===== src/rtl/note_player_if.sv =====
// Note handshake between the song source and the note player.
// The source drives a pitch code with valid; the player answers with ready.
interface note_player_if;
    logic [3:0] note_in;
    logic       note_valid;
    logic       note_ready;

    modport master (
        output note_in,
        output note_valid,
        input  note_ready
    );

    modport slave (
        input  note_in,
        input  note_valid,
        output note_ready
    );
endinterface


===== src/rtl/note_player.sv =====
// Note player: 4-deep pitch FIFO feeding a square-wave tone generator.
// Each slot is a tone phase followed by a silent articulation gap.
module note_player #(
    parameter int CLK_HZ     = 50_000_000,
    parameter int NOTE_TICKS = 12_500_000,
    parameter int GAP_TICKS  = 625_000
) (
    input  logic       CLOCK_50,
    input  logic       reset_n,
    input  logic       enable,
    note_player_if.slave src,
    output logic       audio_out,
    output logic [3:0] cur_note,
    output logic       note_start,
    output logic       playing,
    output logic [2:0] fifo_count
);

    localparam int SW = $clog2(NOTE_TICKS);
    localparam logic [SW-1:0] PLAY_LAST =
        SW'(NOTE_TICKS - GAP_TICKS - 1);
    localparam logic [SW-1:0] SLOT_LAST =
        SW'(NOTE_TICKS - 1);

    // Half period in cycles, rounded: freq given in centi-Hz.
    function automatic logic [19:0] hp_of(input longint fc);
        longint ck;
        ck = longint'(CLK_HZ) * 64'd100;
        return 20'((ck + fc) / (2 * fc));
    endfunction

    localparam logic [19:0] HP_D1  = hp_of(3671);
    localparam logic [19:0] HP_B1  = hp_of(6174);
    localparam logic [19:0] HP_DB2 = hp_of(6930);
    localparam logic [19:0] HP_D2  = hp_of(7342);
    localparam logic [19:0] HP_E2  = hp_of(8241);
    localparam logic [19:0] HP_F2  = hp_of(8731);
    localparam logic [19:0] HP_GB2 = hp_of(9250);
    localparam logic [19:0] HP_G2  = hp_of(9800);
    localparam logic [19:0] HP_A2  = hp_of(11000);
    localparam logic [19:0] HP_BB2 = hp_of(11654);
    localparam logic [19:0] HP_B2  = hp_of(12347);
    localparam logic [19:0] HP_C3  = hp_of(13081);
    localparam logic [19:0] HP_DB3 = hp_of(13859);
    localparam logic [19:0] HP_D3  = hp_of(14683);
    localparam logic [19:0] HP_E3  = hp_of(16481);

    typedef enum logic [1:0] {
        IDLE,
        PLAY,
        GAP
    } state_t;

    state_t        state;
    state_t        state_n;
    logic          pop;
    logic          push;
    logic          empty;
    logic          full;
    logic [3:0]    mem [4];
    logic [1:0]    wr_ptr;
    logic [1:0]    rd_ptr;
    logic [SW-1:0] slot_cnt;
    logic [19:0]   hp_cnt;
    logic [19:0]   hp;
    logic          tone;

    assign empty = (fifo_count == 3'd0);
    assign full  = (fifo_count == 3'd4);
    assign src.note_ready = ~full;
    assign push  = src.note_valid & ~full;
    assign playing = (state != IDLE);
    assign audio_out = tone & enable & (state == PLAY)
                     & (cur_note != 4'd0);

    // Pitch table lookup; REST never sounds so its entry is unused.
    always_comb begin
        hp = '0;
        unique case (cur_note)
            4'd0:  hp = '0;
            4'd1:  hp = HP_D1;
            4'd2:  hp = HP_B1;
            4'd3:  hp = HP_DB2;
            4'd4:  hp = HP_D2;
            4'd5:  hp = HP_E2;
            4'd6:  hp = HP_F2;
            4'd7:  hp = HP_GB2;
            4'd8:  hp = HP_G2;
            4'd9:  hp = HP_A2;
            4'd10: hp = HP_BB2;
            4'd11: hp = HP_B2;
            4'd12: hp = HP_C3;
            4'd13: hp = HP_DB3;
            4'd14: hp = HP_D3;
            4'd15: hp = HP_E3;
        endcase
    end

    // FIFO storage, pointers and occupancy.
    always_ff @(posedge CLOCK_50 or negedge reset_n) begin
        if (!reset_n) begin
            wr_ptr     <= '0;
            rd_ptr     <= '0;
            fifo_count <= '0;
            for (int i = 0; i < 4; i++) mem[i] <= '0;
        end else begin
            if (push) begin
                mem[wr_ptr] <= src.note_in;
                wr_ptr      <= wr_ptr + 2'd1;
            end
            if (pop) rd_ptr <= rd_ptr + 2'd1;
            fifo_count <= fifo_count + {2'b0, push} - {2'b0, pop};
        end
    end

    // State register.
    always_ff @(posedge CLOCK_50 or negedge reset_n) begin
        if (!reset_n) state <= IDLE;
        else          state <= state_n;
    end

    // Next state and pop request; nothing advances while paused.
    always_comb begin
        state_n = state;
        pop     = 1'b0;
        unique case (state)
            IDLE: begin
                if (enable && !empty) begin
                    pop     = 1'b1;
                    state_n = PLAY;
                end
            end
            PLAY: begin
                if (enable && slot_cnt == PLAY_LAST) state_n = GAP;
            end
            GAP: begin
                if (enable && slot_cnt == SLOT_LAST) begin
                    if (!empty) begin
                        pop     = 1'b1;
                        state_n = PLAY;
                    end else begin
                        state_n = IDLE;
                    end
                end
            end
            default: state_n = IDLE;
        endcase
    end

    // Slot timing, tone generation and note loading.
    always_ff @(posedge CLOCK_50 or negedge reset_n) begin
        if (!reset_n) begin
            cur_note   <= '0;
            slot_cnt   <= '0;
            hp_cnt     <= '0;
            tone       <= 1'b0;
            note_start <= 1'b0;
        end else begin
            note_start <= pop;
            if (pop) begin
                cur_note <= mem[rd_ptr];
                slot_cnt <= '0;
                hp_cnt   <= '0;
                tone     <= 1'b0;
            end else if (enable && state != IDLE) begin
                slot_cnt <= slot_cnt + 1'b1;
                if (state == PLAY) begin
                    if (state_n == GAP) begin
                        tone <= 1'b0;
                    end else if (hp_cnt == hp - 20'd1) begin
                        hp_cnt <= '0;
                        tone   <= ~tone;
                    end else begin
                        hp_cnt <= hp_cnt + 20'd1;
                    end
                end
            end
        end
    end

endmodule


===== src/flat_wrapper.sv =====
// flat-port wrapper written by rule: the top's interface ports become plain ports
module note_player_flat 
#(
    parameter int CLK_HZ     = 50_000_000,
    parameter int NOTE_TICKS = 12_500_000,
    parameter int GAP_TICKS  = 625_000
)
  (CLOCK_50, reset_n, enable, audio_out, cur_note, note_start, playing, fifo_count, src_note_in, src_note_valid, src_note_ready);
  note_player_if src_i ();
  input  logic CLOCK_50;
  input  logic reset_n;
  input  logic enable;
  output logic audio_out;
  output logic [3:0] cur_note;
  output logic note_start;
  output logic playing;
  output logic [2:0] fifo_count;
  input wire logic [$bits(src_i.note_in)-1:0] src_note_in;
  input wire logic [$bits(src_i.note_valid)-1:0] src_note_valid;
  output wire logic [$bits(src_i.note_ready)-1:0] src_note_ready;
  assign src_i.note_in = src_note_in;
  assign src_i.note_valid = src_note_valid;
  assign src_note_ready = src_i.note_ready;
  note_player #(.CLK_HZ(CLK_HZ), .NOTE_TICKS(NOTE_TICKS), .GAP_TICKS(GAP_TICKS)) u_core (.CLOCK_50(CLOCK_50), .reset_n(reset_n), .enable(enable), .src(src_i), .audio_out(audio_out), .cur_note(cur_note), .note_start(note_start), .playing(playing), .fifo_count(fifo_count));
endmodule

===== config.mk =====
export PLATFORM = sky130hd
export DESIGN_NAME = note_player_flat
export DESIGN_NICKNAME = d
export VERILOG_FILES = /design/src/rtl/note_player_if.sv /design/src/rtl/note_player.sv /design/src/flat_wrapper.sv
export SDC_FILE = /design/constraint.sdc
export NUM_CORES = 1
export LEC_CHECK = 0
export BUFFER_PORTS_ARGS = -buffer_cell sky130_fd_sc_hd__buf_2
export CAP_MARGIN = 10
export CELL_PAD_IN_SITES_DETAIL_PLACEMENT = 1
export CELL_PAD_IN_SITES_GLOBAL_PLACEMENT = 1
export CORE_ASPECT_RATIO = 2
export CORE_MARGIN = 4
export CORE_UTILIZATION = 30
export DETAILED_ROUTE_END_ITERATION = 8
export PLACE_DENSITY_LB_ADDON = 0.1
export SLEW_MARGIN = 20
export SYNTH_ARGS = -nofsm -noshare
export SYNTH_HDL_FRONTEND = slang
export SYNTH_SLANG_ARGS = --single-unit

===== constraint.sdc =====
create_clock -name CLOCK_50 -period 4.7 [get_ports CLOCK_50]
set_input_delay 0.47 -clock CLOCK_50 [delete_from_list [all_inputs] [get_ports CLOCK_50]]
set_output_delay 0.47 -clock CLOCK_50 [all_outputs]
set_load 0.05 [all_outputs]

==> reports/metrics.yaml <==
outcome:
  outcome: "finished clean"
cells_and_area:
  final_nets: 576
  fill_cells: 1900
  final_core_util_pct: 34.1
  fin_cells: 760
  area_delta_synth_final_pct: 11.0
  layout-drive-gt1-share_pct: 14.7
  insertedDiodeCount: 0
  postLayoutCellArea_sq_mm: 0.00561
sta:
  fin_crit_sh_pct: 91.2
  setup-tns-final_ps: 0
  min_period_ps: 4290
  slew-limit-headroom_pct: 39.3
  worst_pin_slew_ps: 910
  final_max_slew_viol_count: 0
  rsz0062_at_grt: "false"
  whs_ps: 132
  setup_violations: 0
  max_clock_freq_mhz: 233
  final-hold-violation-count: 0
  setup_ws_ps: 414
  fin_worst_skew_ps: 5.98
global_routing:
  grt_util_met1_pct: 17.0
  grt_pass1_vias: 4389
  grt_start_max_net_pins: 76
  grt_use_met3_pct: 2.52
  grtUsageTotal_pct: 16.3
  grt_overflow: 0
  grt_pass1_wl_mm: 24.1
  antenna_found_initial: 0
  use_met2_pct: 31.8
  top_usage_layer: "met2"
route:
  initialDrtViolationCount: 103
  firstDrtPassIters: 4
  ant_nets: 0
  wirelength_mm: 14.8
  via_per_inst: 5.36
  vias: 4070
  wl_per_cell_um: 19.4
  drc: 0
die:
  die_y_um: 192
  row_count: 66
  core_area_sq_mm: 0.0164
  die_w_um: 99.8
  dieArea_sq_mm: 0.0191
  initial_core_util_pct: 30.7
  ios: 19
placed_design:
  port_buffers: 18
  place_hpwl_mm: 11.1
  globalplace.congestion: 0.823
  place.detailed.instances: 744
  dpl_worst_slack_ps: 376
  placed_area_sq_mm: 0.00529
clocking:
  ctsHtreeMaxLevel: 3
  root_buffer: "clkbuf_16"
  clock_path_buffers: 2
  post_cts_resize_count: 0
  numCtsBuffers: 9
  cts_sinks: 75
  postCtsSetupBuffers: 0
  worstSkewPairLatency_ps: 350
  tritoncts: "done"
  path_clk_slew_ps: 60
  cts-hold-fix-buffers: 0
critical_path:
  cp-end-kind: "flop"
  cp_data_arrival_time_ps: 4570
  r2r_start: "u_core.cur_note[0]$_DFFE_PN0P_"
  rr_worst_depth: 12
  cp_max_fo: 13
  cp-start-kind: "flop"
  rrSetupSlack_ps: 410
  path_class: "flop to flop"
  crit_required_ps: 4980
  r2r-end: "u_core.hp_cnt[0]$_DFFE_PN0P_"
logic_synthesis:
  synth-xor-area-share_pct: 7.63
  synthDistinctLibCells: 71
  avgSynthCellArea_sq_um: 9.25
  syn_inst: 546
  synth_simple_gate_area_share_pct: 23.0
  yosysSeqAreaShare_pct: 37.2
  synth_adder_area_share_pct: 4.36
  synthTopCellsByArea: "dfrtp_1 (37%), mux2_2 (4.5%), nor2_1 (4.2%)"
  synth.most_common_cell: "dfrtp_1"
  syn_nets: 571
  yosys-mux-area-fraction_pct: 9.09
  synth_edf_count: 0
  synthTopCellsByCount: "dfrtp_1 (75), nor2_1 (57), nand2_1 (52)"
  yosysTopAreaCell: "dfrtp_1"
  ys.flop_type: "dfrtp_1"
  async_flop_share_pct: 100
  ys.warnings.count: 0
  synth_compound_gate_area_share_pct: 13.8
  synth_top_area_share_pct: 37.2
  syn-cell-area_sq_mm: 0.00505
  ys_seq_elements: 75
  synth_top_family_by_area: "simple AND/OR/NAND/NOR gates"
flow_run:
  drv_cap: 0
power:
  ir_worst_vdd_uv: 346
  p_leak_nw: 2.33
  powerDensity_mw_per_mm2: 379
  total_power_mw: 2.12
worst_hold_path:
  hp-class: "primary input to async pin"
-- cells by family (layout without fill, tap and decap cells) --
kind of cell	Yosys count	after routing
compound gates	95	95
xor+xnor	44	44
fa+ha+maj	17	17
buf+inv	53	63
flops	75	75
mux	33	33
simple gates	229	229
-- routing by layer --
layer	share of wire (%)	wire length, um
met1	37	5540
met2	59	8650
met3	1.6	238
met4	2.3	342
met5	0	0
-- state kept, by name (all words and copies together) (netlist names) --
signal / flops
u_core.fifo_count: 3
u_core.mem: 16
u_core.tone: 1
u_core.hp_cnt: 20
u_core.state: 2
u_core.rd_ptr: 2
u_core.slot_cnt: 24
u_core.wr_ptr: 2
u_core.cur_note: 4
u_core.note_start: 1
-- placed cells by master (no fill, tap or decap), types with 13 or more instances in the layout --
cell / n
a21oi_1: 13
nand2_1: 52
nor3_1: 18
inv_1: 20
xnor2_1: 21
buf_2: 17
o21ai_0: 18
ha_1: 16
dfrtp_1: 75
mux2_2: 20
nor2_1: 57
xor2_1: 23
nand3_1: 29
-- power breakdown --
part	switching, mW	total [mW]	internal (mW)
Clock	0.274	0.719	0.445
Combinational	0.252	0.473	0.221
Sequential	0.142	0.932	0.789
-- worst max path at each step --
stage	to	from	cells past startpoint	slack [ps]
after detailed placement	u_core.hp_cnt[0]$_DFFE_PN0P_	u_core.cur_note[0]$_DFFE_PN0P_	12	380
after floorplan	u_core.hp_cnt[12]$_DFFE_PN0P_	u_core.cur_note[0]$_DFFE_PN0P_	15	600
after CTS	u_core.hp_cnt[0]$_DFFE_PN0P_	u_core.cur_note[0]$_DFFE_PN0P_	12	360
final	u_core.hp_cnt[0]$_DFFE_PN0P_	u_core.cur_note[0]$_DFFE_PN0P_	12	410
after global placement	u_core.hp_cnt[0]$_DFFE_PN0P_	u_core.cur_note[0]$_DFFE_PN0P_	12	490
after global routing	u_core.hp_cnt[9]$_DFFE_PN0P_	u_core.cur_note[0]$_DFFE_PN0P_	12	110
-- worst max-delay path, cell delays in order, from the launching register on --
cell       delay [ps]
dfrtp_1           560
inv_1             200
ha_1              510
nor3_1            240
o21ai_0           120
a2111oi_0         660
or4b_4            560
o21ai_0            90
nand3_1            90
and4b_1           210
buf_4             190
nor3_2            500
mux2_2            270
-- cell type report --
type                            instances  area [sq um]  share of cell area, %
Multi-Input combinational cell        418          2930                   52.2
Inverter                               21          78.8                   1.41
Timing Repair Buffer                   26           156                   2.79
Clock buffer                           16           312                   5.56
Sequential cell                        75          1880                   33.5
Tap cell                              204           255                   4.55
Note: power is estimated with default switching activity, not from simulation.
